`config.mk`:
```
export PLATFORM = sky130hd
export DESIGN_NAME = pipe_ctrl_unit
export DESIGN_NICKNAME = d
export VERILOG_FILES = /design/src/rtl/pipe_ctrl_unit.sv
export SDC_FILE = /design/constraint.sdc
export NUM_CORES = 1
export LEC_CHECK = 0
export CAP_MARGIN = 15
export CORE_ASPECT_RATIO = 0.5
export CORE_UTILIZATION = 45
export DETAILED_ROUTE_END_ITERATION = 6
export GPL_ROUTABILITY_DRIVEN = 0
export PLACE_DENSITY = 0.74
export SYNTH_ARGS = -nofsm -noshare
export SYNTH_HDL_FRONTEND = slang
export SYNTH_SLANG_ARGS = --single-unit
```
`constraint.sdc`:
```
create_clock -name clk -period 1.6 [get_ports clk]
set_input_delay 0.16 -clock clk [delete_from_list [all_inputs] [get_ports clk]]
set_output_delay 0.16 -clock clk [all_outputs]
set_load 0.02 [all_outputs]
```
`src/rtl/pipe_ctrl_unit.sv`:
```
// RV32I control pipeline: D decode, E/M*/W control registers, branch resolve, retire counter.
// Build option PIPE_CTRL_UNSIGNED_BR_EN adds BLTU/BGEU resolution and a distinct sltu ALU code.
module pipe_ctrl_unit #(
    parameter int MEM_STAGES = 1,
    parameter int CNT_W      = 32
) (
    input  logic             clk,
    input  logic             reset,
    input  logic [6:0]       op,
    input  logic [2:0]       funct3D,
    input  logic             funct7b5,
    input  logic             InstrValidD,
    input  logic             StallE,
    input  logic             FlushE,
    input  logic             ZeroE,
    input  logic             SignE,
    input  logic             CarryE,
    output logic [2:0]       ImmSrcD,
    output logic [3:0]       ALUControlE,
    output logic             ALUSrcAE,
    output logic [1:0]       ALUSrcBE,
    output logic             ResultSrcE0,
    output logic             PCSrcE,
    output logic             PCJalSrcE,
    output logic             MemWriteM,
    output logic             RegWriteM,
    output logic             RegWriteW,
    output logic [1:0]       ResultSrcW,
    output logic [CNT_W-1:0] InstRetW
);

    typedef struct packed {
        logic       valid;
        logic       regWrite;
        logic       memWrite;
        logic       jump;
        logic       branch;
        logic       jalr;
        logic       aluSrcA;
        logic [1:0] aluSrcB;
        logic [1:0] resultSrc;
        logic [3:0] aluControl;
        logic [2:0] funct3;
    } eCtrl_t;

    typedef struct packed {
        logic       valid;
        logic       regWrite;
        logic [1:0] resultSrc;
    } mwCtrl_t;

    localparam logic [6:0] OpLoad  = 7'b0000011;
    localparam logic [6:0] OpStore = 7'b0100011;
    localparam logic [6:0] OpReg   = 7'b0110011;
    localparam logic [6:0] OpImm   = 7'b0010011;
    localparam logic [6:0] OpBr    = 7'b1100011;
    localparam logic [6:0] OpJal   = 7'b1101111;
    localparam logic [6:0] OpJalr  = 7'b1100111;
    localparam logic [6:0] OpLui   = 7'b0110111;
    localparam logic [6:0] OpAuipc = 7'b0010111;

    localparam logic [3:0] AluAdd  = 4'b0000;
    localparam logic [3:0] AluSub  = 4'b0001;
    localparam logic [3:0] AluAnd  = 4'b0010;
    localparam logic [3:0] AluOr   = 4'b0011;
    localparam logic [3:0] AluXor  = 4'b0100;
    localparam logic [3:0] AluSlt  = 4'b0101;
    localparam logic [3:0] AluSll  = 4'b0110;
    localparam logic [3:0] AluSrl  = 4'b0111;
    localparam logic [3:0] AluSra  = 4'b1000;
    localparam logic [3:0] AluSltu = 4'b1001;

    localparam logic [1:0] SrcBReg  = 2'b00;
    localparam logic [1:0] SrcBImm  = 2'b01;
    localparam logic [1:0] SrcBFour = 2'b10;

    localparam logic [1:0] ResAlu = 2'b00;
    localparam logic [1:0] ResMem = 2'b01;
    localparam logic [1:0] ResPc4 = 2'b10;
    localparam logic [1:0] ResImm = 2'b11;

    logic isLoad, isStore, isReg, isImm, isBr;
    logic isJal, isJalr, isLui, isAuipc;

    logic [3:0] aluFunct;
    eCtrl_t     dCtrl;
    eCtrl_t     dLoad;
    eCtrl_t     eReg;
    mwCtrl_t    mIn;
    mwCtrl_t    mReg [MEM_STAGES];
    mwCtrl_t    wReg;
    logic       memWriteM1;
    logic       brTaken;

    assign isLoad  = (op == OpLoad);
    assign isStore = (op == OpStore);
    assign isReg   = (op == OpReg);
    assign isImm   = (op == OpImm);
    assign isBr    = (op == OpBr);
    assign isJal   = (op == OpJal);
    assign isJalr  = (op == OpJalr);
    assign isLui   = (op == OpLui);
    assign isAuipc = (op == OpAuipc);

    // funct7b5 selects sub only for R-type; sra/srai share funct3 101
    always_comb begin
        aluFunct = AluAdd;
        unique case (funct3D)
            3'b000: aluFunct = (isReg && funct7b5) ? AluSub : AluAdd;
            3'b001: aluFunct = AluSll;
            3'b010: aluFunct = AluSlt;
`ifdef PIPE_CTRL_UNSIGNED_BR_EN
            3'b011: aluFunct = AluSltu;
`else
            3'b011: aluFunct = AluSlt;
`endif
            3'b100: aluFunct = AluXor;
            3'b101: aluFunct = funct7b5 ? AluSra : AluSrl;
            3'b110: aluFunct = AluOr;
            3'b111: aluFunct = AluAnd;
        endcase
    end

    always_comb begin
        dCtrl   = '0;
        ImmSrcD = 3'b000;
        unique case (1'b1)
            isLoad: begin
                dCtrl.valid     = 1'b1;
                dCtrl.regWrite  = 1'b1;
                dCtrl.aluSrcB   = SrcBImm;
                dCtrl.resultSrc = ResMem;
            end
            isStore: begin
                dCtrl.valid    = 1'b1;
                dCtrl.memWrite = 1'b1;
                dCtrl.aluSrcB  = SrcBImm;
                ImmSrcD        = 3'b001;
            end
            isReg: begin
                dCtrl.valid      = 1'b1;
                dCtrl.regWrite   = 1'b1;
                dCtrl.aluSrcB    = SrcBReg;
                dCtrl.aluControl = aluFunct;
            end
            isImm: begin
                dCtrl.valid      = 1'b1;
                dCtrl.regWrite   = 1'b1;
                dCtrl.aluSrcB    = SrcBImm;
                dCtrl.aluControl = aluFunct;
            end
            isBr: begin
                dCtrl.valid      = 1'b1;
                dCtrl.branch     = 1'b1;
                dCtrl.aluControl = AluSub;
                ImmSrcD          = 3'b010;
            end
            isJal: begin
                dCtrl.valid     = 1'b1;
                dCtrl.regWrite  = 1'b1;
                dCtrl.jump      = 1'b1;
                dCtrl.aluSrcA   = 1'b1;
                dCtrl.aluSrcB   = SrcBFour;
                dCtrl.resultSrc = ResPc4;
                ImmSrcD         = 3'b011;
            end
            isJalr: begin
                dCtrl.valid     = 1'b1;
                dCtrl.regWrite  = 1'b1;
                dCtrl.jump      = 1'b1;
                dCtrl.jalr      = 1'b1;
                dCtrl.aluSrcB   = SrcBImm;
                dCtrl.resultSrc = ResPc4;
            end
            isLui: begin
                dCtrl.valid     = 1'b1;
                dCtrl.regWrite  = 1'b1;
                dCtrl.aluSrcB   = SrcBImm;
                dCtrl.resultSrc = ResImm;
                ImmSrcD         = 3'b100;
            end
            isAuipc: begin
                dCtrl.valid     = 1'b1;
                dCtrl.regWrite  = 1'b1;
                dCtrl.aluSrcA   = 1'b1;
                dCtrl.aluSrcB   = SrcBImm;
                dCtrl.resultSrc = ResAlu;
                ImmSrcD         = 3'b100;
            end
            default: ;
        endcase
        dCtrl.funct3 = dCtrl.valid ? funct3D : 3'b000;
    end

    assign dLoad = InstrValidD ? dCtrl : '0;

    always_ff @(posedge clk or negedge reset) begin
        if (!reset) begin
            eReg <= '0;
        end else if (FlushE) begin
            eReg <= '0;
        end else if (!StallE) begin
            eReg <= dLoad;
        end
    end

    always_comb begin
        mIn           = '0;
        mIn.valid     = eReg.valid;
        mIn.regWrite  = eReg.regWrite;
        mIn.resultSrc = eReg.resultSrc;
    end

    // a stalled E instruction must not also advance, so M1 takes a bubble
    always_ff @(posedge clk or negedge reset) begin
        if (!reset) begin
            for (int i = 0; i < MEM_STAGES; i++) begin
                mReg[i] <= '0;
            end
            memWriteM1 <= 1'b0;
        end else begin
            mReg[0]    <= StallE ? '0 : mIn;
            memWriteM1 <= StallE ? 1'b0 : eReg.memWrite;
            for (int i = 1; i < MEM_STAGES; i++) begin
                mReg[i] <= mReg[i-1];
            end
        end
    end

    always_ff @(posedge clk or negedge reset) begin
        if (!reset) begin
            wReg     <= '0;
            InstRetW <= '0;
        end else begin
            wReg <= mReg[MEM_STAGES-1];
            if (wReg.valid) begin
                InstRetW <= InstRetW + CNT_W'(1);
            end
        end
    end

    always_comb begin
        brTaken = 1'b0;
        unique case (eReg.funct3)
            3'b000: brTaken = ZeroE;
            3'b001: brTaken = !ZeroE;
            3'b100: brTaken = SignE;
            3'b101: brTaken = !SignE;
`ifdef PIPE_CTRL_UNSIGNED_BR_EN
            3'b110: brTaken = CarryE;
            3'b111: brTaken = !CarryE;
`endif
            default: brTaken = 1'b0;
        endcase
    end

`ifndef PIPE_CTRL_UNSIGNED_BR_EN
    logic unusedCarry;
    assign unusedCarry = CarryE;
`endif

    assign ALUControlE = eReg.aluControl;
    assign ALUSrcAE    = eReg.aluSrcA;
    assign ALUSrcBE    = eReg.aluSrcB;
    assign ResultSrcE0 = eReg.resultSrc[0];
    assign PCSrcE      = eReg.valid & ((eReg.branch & brTaken) | eReg.jump);
    assign PCJalSrcE   = eReg.valid & eReg.jalr;
    assign MemWriteM   = memWriteM1;
    assign RegWriteM   = mReg[MEM_STAGES-1].regWrite;
    assign RegWriteW   = wReg.regWrite;
    assign ResultSrcW  = wReg.resultSrc;

endmodule

```
After elaboration in Yosys (flattened, before gate mapping). Index checks and enable logic that the tools add are counted.

Memories: 0. Input bits: 19. Output and inout port bits: 50. Word-level logic and storage cells: 78. Memory bits (writable): 0. ROM bits: 0. Latch bits: 0. Register bits: 59.

Add/subtract/negate cells: 1. Shifts and indexed selects: 0. Multiply operators: 0. Bitwise operators: 4. $lt $le $gt $ge: 0. Divide/modulo/power cells: 0. Reduce and logical (&&, ||, !) cells: 13. Mux-type cells: 21. Equal/unequal tests: 20.

Operators with widths (count): $mux 18 (3); $add 32x1->32 const B (1); $pmux 4 s7 (1); $eq 7x6->1 const B (3); $eq 7x7->1 const B (3); $eq 3x3->1 const B (6); $eq 7x5->1 const B (2); $pmux 3 s4 (1); $reduce_or 2->1 (5); $mux 1 (9); $reduce_or 9->1 (1); $mux 4 (2); $pmux 4 s2 (1); $eq 7x2->1 const B (1); $reduce_or 7->1 (1); $eq 3x1->1 const B (2); $eq 3x2->1 const B (2); $logic_not 3->1 (2); $pmux 2 s3 (1); $reduce_or 6->1 (1); $pmux 1 s4 (1); $pmux 2 s2 (1); $and 1x1->1 (3); $mux 3 (1); 4 further kinds (5).

Logic depth before layout (Yosys ltp).
Depth after elaboration: 8. Gate-level depth with buffers: 5. Mapped depth without buffers: 5.

Worst setup path after synthesis. OpenSTA, ideal clock, no wires.

Path kind: flip-flop to flip-flop. Start point: reg InstRetW[0]. End point: reg InstRetW[26]. Cell stages (with the launch flop): 6. Path slack: 79 ps. Library setup time: 80 ps. Arrival: 1442 ps. Path through: dfrtp_1 -> ha_1 -> and3_1 -> nand3_1 -> nor3_1 -> xor2_1.

Cells in the longest elaborated chain, start to end: 1.

RTL lines: from (decl) (RTL line 29) `output logic [CNT_W-1:0] InstRetW`; from (signal assigned) (RTL line 237) `InstRetW <= InstRetW + CNT_W'(1);`; $add 32x1->32 (RTL line 237).

Every way passes these cells. A chain may end at the register's enable or synchronous reset.

Worst setup path in the final report.
Start point: reg eReg[2] in the netlist's numbering. End point: out PCSrcE.

Cells in the longest elaborated chain, start to end: 5. Elaborated cells on any way between the ends: 8. Classes of those cells: eq/ne: 3; mux: 1; bitwise: 3; reduce/logical: 1.

RTL lines: from (decl) (RTL line 88) `eCtrl_t eReg;`; from (signal assigned) (RTL line 203) `eReg <= dLoad;`; $eq 3x3->1 (tied with other cells) (RTL line 244) `unique case (eReg.funct3)`; $pmux 1 s4 (*) (RTL line 244); $and 1x1->1 (*) (RTL line 266) `assign PCSrcE = eReg.valid & ((eReg.branch & brTaken) | eReg.jump);`; $or 1x1->1 (*) (RTL line 266); $and 1x1->1 (*) (RTL line 266); to (decl) (RTL line 23) `output logic PCSrcE,`.

Mark *: on every way between the ends. The rest lies on a longest branch, timed or not.

==> flow_summary_export.csv <==
group,metric,value,unit
setup_path,worstSetupEndpointType,"output pin",
synthesis,adder_cell_area_share_of_the_yosys_netlist,0.440,%
drt,vias_per_cell,5.20,
timing,maxSlewViolCount,0,
run_status,violated_checks,"negative setup slack",
floorplan,coreArea,6080,um2
place,placement.setup.worst_slack,-321,ps
global_route,number_of_antenna_violations_at_the_first_check_in_global_routing,0,
min_path,min-delay-path-class,"register to register",
floorplan,die_width,114,um
setup_path,critical_path_peak_fanout,2,
timing,setup_viol_count_final,1,
clock_network,later_pin_clock_latency_in_the_skew_report,320,ps
floorplan,row_count,20,
timing,rsz0062_at_grt,"true",
place,hpwl,4580,um
timing,fin_crit_sh,102,%
min_path,min_delay_worst_endpoint,"wReg[3]$_DFF_PN0_",
drt,drt-initial-drc-count,120,
final_layout,syn2layout_area_growth,45.5,%
synthesis,synthMuxAreaShare,0.748,%
drt,wl_per_cell,14.4,um
final_layout,antenna_cells,0,
setup_path,r2r_cells,4,
setup_path,worstReg2RegStart,"InstRetW[16]$_DFFE_PN0P_",
timing,setup_total_negative_slack,-31.7,ps
drt,vias,2366,
clock_network,cts.htree.levels,3,
synthesis,synth_simple_gate_area_share,24.6,%
clock_network,root_driver,"sky130_fd_sc_hd__clkbuf_16",
synthesis,synth_top_cell_area_share,51.9,%
setup_path,worst-setup-path-type,"register to output pin",
clock_network,count_of_clock_tree_sinks,59,
global_route,via_count_of_the_first_global_routing_pass,2343,
place,buffer_ports.inserted,67,
synthesis,post_synth_edffs,0,
clock_network,cts-buffers-inserted,9,
timing,postLayoutSetupSlackWorst,-31.7,ps
synthesis,main_combinational_cell_family_by_area_after_synthesis,"simple AND/OR/NAND/NOR gates",
synthesis,synthDominantAreaCellType,"sky130_fd_sc_hd__dfrtp_1",
final_layout,fillCellCount,468,
clock_network,tritoncts,"yes",
floorplan,floorplan.initialDensity,46.8,%
clock_network,clock_path_buffers,2,
setup_path,r2r-end,"InstRetW[30]$_DFFE_PN0P_",
setup_path,max_stage_delay,370,ps
synthesis,syn-cell-area,2850,um2
global_route,grt_first_pass_wirelength,10800,um
final_layout,layout_cells_sized_above_1,19.9,%
floorplan,floorplan.io_pins,69,
synthesis,synthXorXnorAreaFrac,10.2,%
drt,postRouteWirelength,6560,um
synthesis,yosysSeqAreaShare,51.9,%
drt,route.antenna.remaining_nets,0,
floorplan,die_area,6660,um2
timing,timing_worst_slew_pin_value,311,ps
timing,hold_viol,0,
timing,fmax,613,MHz
min_path,worstHoldPathCells,0,
pwr,p_leak,1.99,nW
run_status,outcome,"finished, violations left",
synthesis,syn-instance-count,265,
timing,timing.slew.headroom,79.3,%
drt,firstDrtPassIters,4,
floorplan,die_height,58.2,um
pwr,power.ir.vdd_worst,0.000446,V
setup_path,required,1440,ps
synthesis,postSynth.asyncResetShare,100,%
clock_network,clkSlewWorstSetupHoldPaths,50,ps
global_route,grt_start_max_net_pins,60,
timing,setup_skew,7.74,ps
synthesis,synth_compound_area_share,7.96,%
synthesis,avgSynthCellArea,10.7,um2
timing,min_clock_period_post_route,1630,ps
setup_path,critical_path_arrival,1470,ps
setup_path,timing.critical_path.slowest_stage_cell,"sky130_fd_sc_hd__dfrtp_1",
pwr,powerDensity,896,nW/um2
final_layout,numnets_final,382,
synthesis,synthesis.nets,285,
setup_path,worst_case_register_to_register_setup_slack,70,ps
min_path,min_from,"mReg[3]$_DFF_PN0_",
clock_network,cts_setup_buffers,0,
synthesis,synth_seq_cells,59,
flow_run,maxCapViolCount,0,
global_route,track_usage,21.3,%
setup_path,startpoint_type,"register",
global_route,grt-ovfl-total,0,
synthesis,synth_ff_type,"sky130_fd_sc_hd__dfrtp_1",
synthesis,synth.distinct_cells,49,
synthesis,main_area_contributors_after_synthesis,"sky130_fd_sc_hd__dfrtp_1 52%, sky130_fd_sc_hd__xnor2_1 5.8%, sky130_fd_sc_hd__xor2_1 4.3%, sky130_fd_sc_hd__nand2_1 2.6%, sky130_fd_sc_hd__nor2_1 2.5%",
drt,route.detailed.drc,0,
setup_path,critical_path_cell_list,"mux2i_1 > xor2_1 > nor3b_2 > o21a_1 > buf_6",
synthesis,synth.yosys.warnings,0,
[report_power, final]
part           total, W  switching, W  internal (W)
logic          0.000268      0.000139      0.000129
clock network   0.00192      0.000593       0.00133
registers       0.00152     0.0000112       0.00151
total           0.00371      0.000743       0.00297
[critical path: cells and delay by family (launching register included)]
| family | cells | cell delay (ps) |
|---|---|---|
| mux | 1 | 220 |
| buf+inv | 1 | 130 |
| xor+xnor | 1 | 190 |
| simple gates | 1 | 70 |
| compound gates | 1 | 180 |
| flops | 1 | 370 |
[sequential cells by signal, indices dropped and copies added, names as in the netlist]
register	flops
ALUControlE	4
ALUSrcAE	1
ALUSrcBE	2
InstRetW	32
MemWriteM	1
RegWriteM	1
RegWriteW	1
ResultSrcE0	1
ResultSrcW	2
eReg	10
mReg	3
wReg	1
[cells in the mapped netlist (2+ instances only)]
cell	n
sky130_fd_sc_hd__dfrtp_1	59
sky130_fd_sc_hd__nand2_1	20
sky130_fd_sc_hd__nor2_1	19
sky130_fd_sc_hd__xnor2_1	19
sky130_fd_sc_hd__xor2_1	14
sky130_fd_sc_hd__nand3_1	12
sky130_fd_sc_hd__nand4_1	11
sky130_fd_sc_hd__buf_4	8
sky130_fd_sc_hd__a21oi_1	7
sky130_fd_sc_hd__a22o_1	6
sky130_fd_sc_hd__clkbuf_1	6
sky130_fd_sc_hd__nor2b_1	6
sky130_fd_sc_hd__nor3_1	6
sky130_fd_sc_hd__and3_1	5
sky130_fd_sc_hd__and2_1	4
sky130_fd_sc_hd__inv_1	4
sky130_fd_sc_hd__nand2b_1	4
sky130_fd_sc_hd__nand4b_1	4
sky130_fd_sc_hd__o21ai_0	4
sky130_fd_sc_hd__o21ai_1	4
sky130_fd_sc_hd__a21o_1	3
sky130_fd_sc_hd__and4_4	3
sky130_fd_sc_hd__nor4_1	3
sky130_fd_sc_hd__a22oi_1	2
sky130_fd_sc_hd__and4_1	2
sky130_fd_sc_hd__buf_2	2
sky130_fd_sc_hd__nand3_2	2
sky130_fd_sc_hd__nor3_2	2
sky130_fd_sc_hd__nor3b_1	2
sky130_fd_sc_hd__nor4_2	2
sky130_fd_sc_hd__o21a_1	2
[kinds of logic after synthesis]
| kind of cell | Yosys count |
|---|---|
| buffers and inverters | 21 |
| XOR/XNOR | 33 |
| flip-flops | 59 |
| adder cells (fa/ha/maj) | 1 |
| AO/OA/AOI/OAI | 34 |
| AND/OR/NAND/NOR | 115 |
| multiplexers | 2 |
[placed cells by master, fill, tap and decap left out, types with 4 or more instances in the layout]
cell type / netlist / routed
sky130_fd_sc_hd__o21ai_0: 4 / 4
sky130_fd_sc_hd__nor3_2: 2 / 4
sky130_fd_sc_hd__clkdlybuf4s50_1: 0 / 52
sky130_fd_sc_hd__nor4_2: 2 / 4
sky130_fd_sc_hd__nor2b_1: 6 / 6
sky130_fd_sc_hd__xnor2_1: 19 / 19
sky130_fd_sc_hd__xor2_1: 14 / 14
sky130_fd_sc_hd__nand2_1: 20 / 20
sky130_fd_sc_hd__nor2_1: 19 / 19
sky130_fd_sc_hd__buf_4: 8 / 34
sky130_fd_sc_hd__o21ai_1: 4 / 4
sky130_fd_sc_hd__inv_1: 4 / 4
sky130_fd_sc_hd__nand3_1: 12 / 11
sky130_fd_sc_hd__dlygate4sd2_1: 0 / 4
sky130_fd_sc_hd__nand4_1: 11 / 11
sky130_fd_sc_hd__clkbuf_16: 0 / 9
sky130_fd_sc_hd__nor3_1: 6 / 4
sky130_fd_sc_hd__dlymetal6s2s_1: 0 / 6
sky130_fd_sc_hd__nand2b_1: 4 / 4
sky130_fd_sc_hd__a21oi_1: 7 / 7
sky130_fd_sc_hd__a22o_1: 6 / 6
sky130_fd_sc_hd__dfrtp_1: 59 / 59
sky130_fd_sc_hd__and2_1: 4 / 4
sky130_fd_sc_hd__and3_1: 5 / 4
sky130_fd_sc_hd__nand4b_1: 4 / 4
[through the flow]
stage / util, % / hold WS (ps) / instance area [um2] / total power (W) / instances
2_1_floorplan: - / -136 / 2850 / 0.00164 / 265
3_3_place_gp: 62.4 / 183 / 3790 / 0.00181 / 438
3_5_place_dp: 62.4 / 185 / 3790 / 0.00181 / 438
4_1_cts: 67.4 / 364 / 4100 / 0.00374 / 455
5_1_grt: 68.1 / 374 / 4140 / 0.00385 / 455
6_report: 68.1 / 357 / 4140 / 0.00371 / 455
[area by class of cell]
type | count | area, um2 | share of cell area [%]
inverters | 4 | 15.0 | 0.363
multi-input cells | 185 | 1280 | 31.0
clock inverters | 1 | 30.0 | 0.725
well taps | 88 | 110 | 2.66
flip-flops and latches | 59 | 1480 | 35.7
clock buffers | 15 | 278 | 6.71
repair buffers | 103 | 947 | 22.9
[worst max-delay path by stage]
stage | start | to | slack [ps] | cells after the start
3_3_place_gp | SignE | PCSrcE | -280 | 6
4_1_cts | eReg[2]$_DFFE_PN0P_ | PCSrcE | -40 | 5
5_1_grt | eReg[2]$_DFFE_PN0P_ | PCSrcE | -130 | 5
2_1_floorplan | InstRetW[0]$_DFFE_PN0P_ | InstRetW[26]$_DFFE_PN0P_ | 80 | 5
6_report | eReg[2]$_DFFE_PN0P_ | PCSrcE | -30 | 5
3_5_place_dp | SignE | PCSrcE | -320 | 6
[what timing repair did]
action / CTS / global route
hold buffers: 1 / 0
resized for setup: 12 / 21
pin swaps: 0 / 2
endpoints found under the setup margin: 8 / 15
endpoints found under the hold margin: 59 / 0
[routing by layer]
metal / vias to the layer above / global-route usage [%] / part of all wire, %
met2: 54 / 37.7 / 52
li1: 1126 / - / -
met3: 6 / 6.07 / 3.4
met4: 0 / 6.49 / 0.90
met1: 1180 / 25.7 / 44
met5: - / 0 / 0
(Power assumes the default switching activity.)
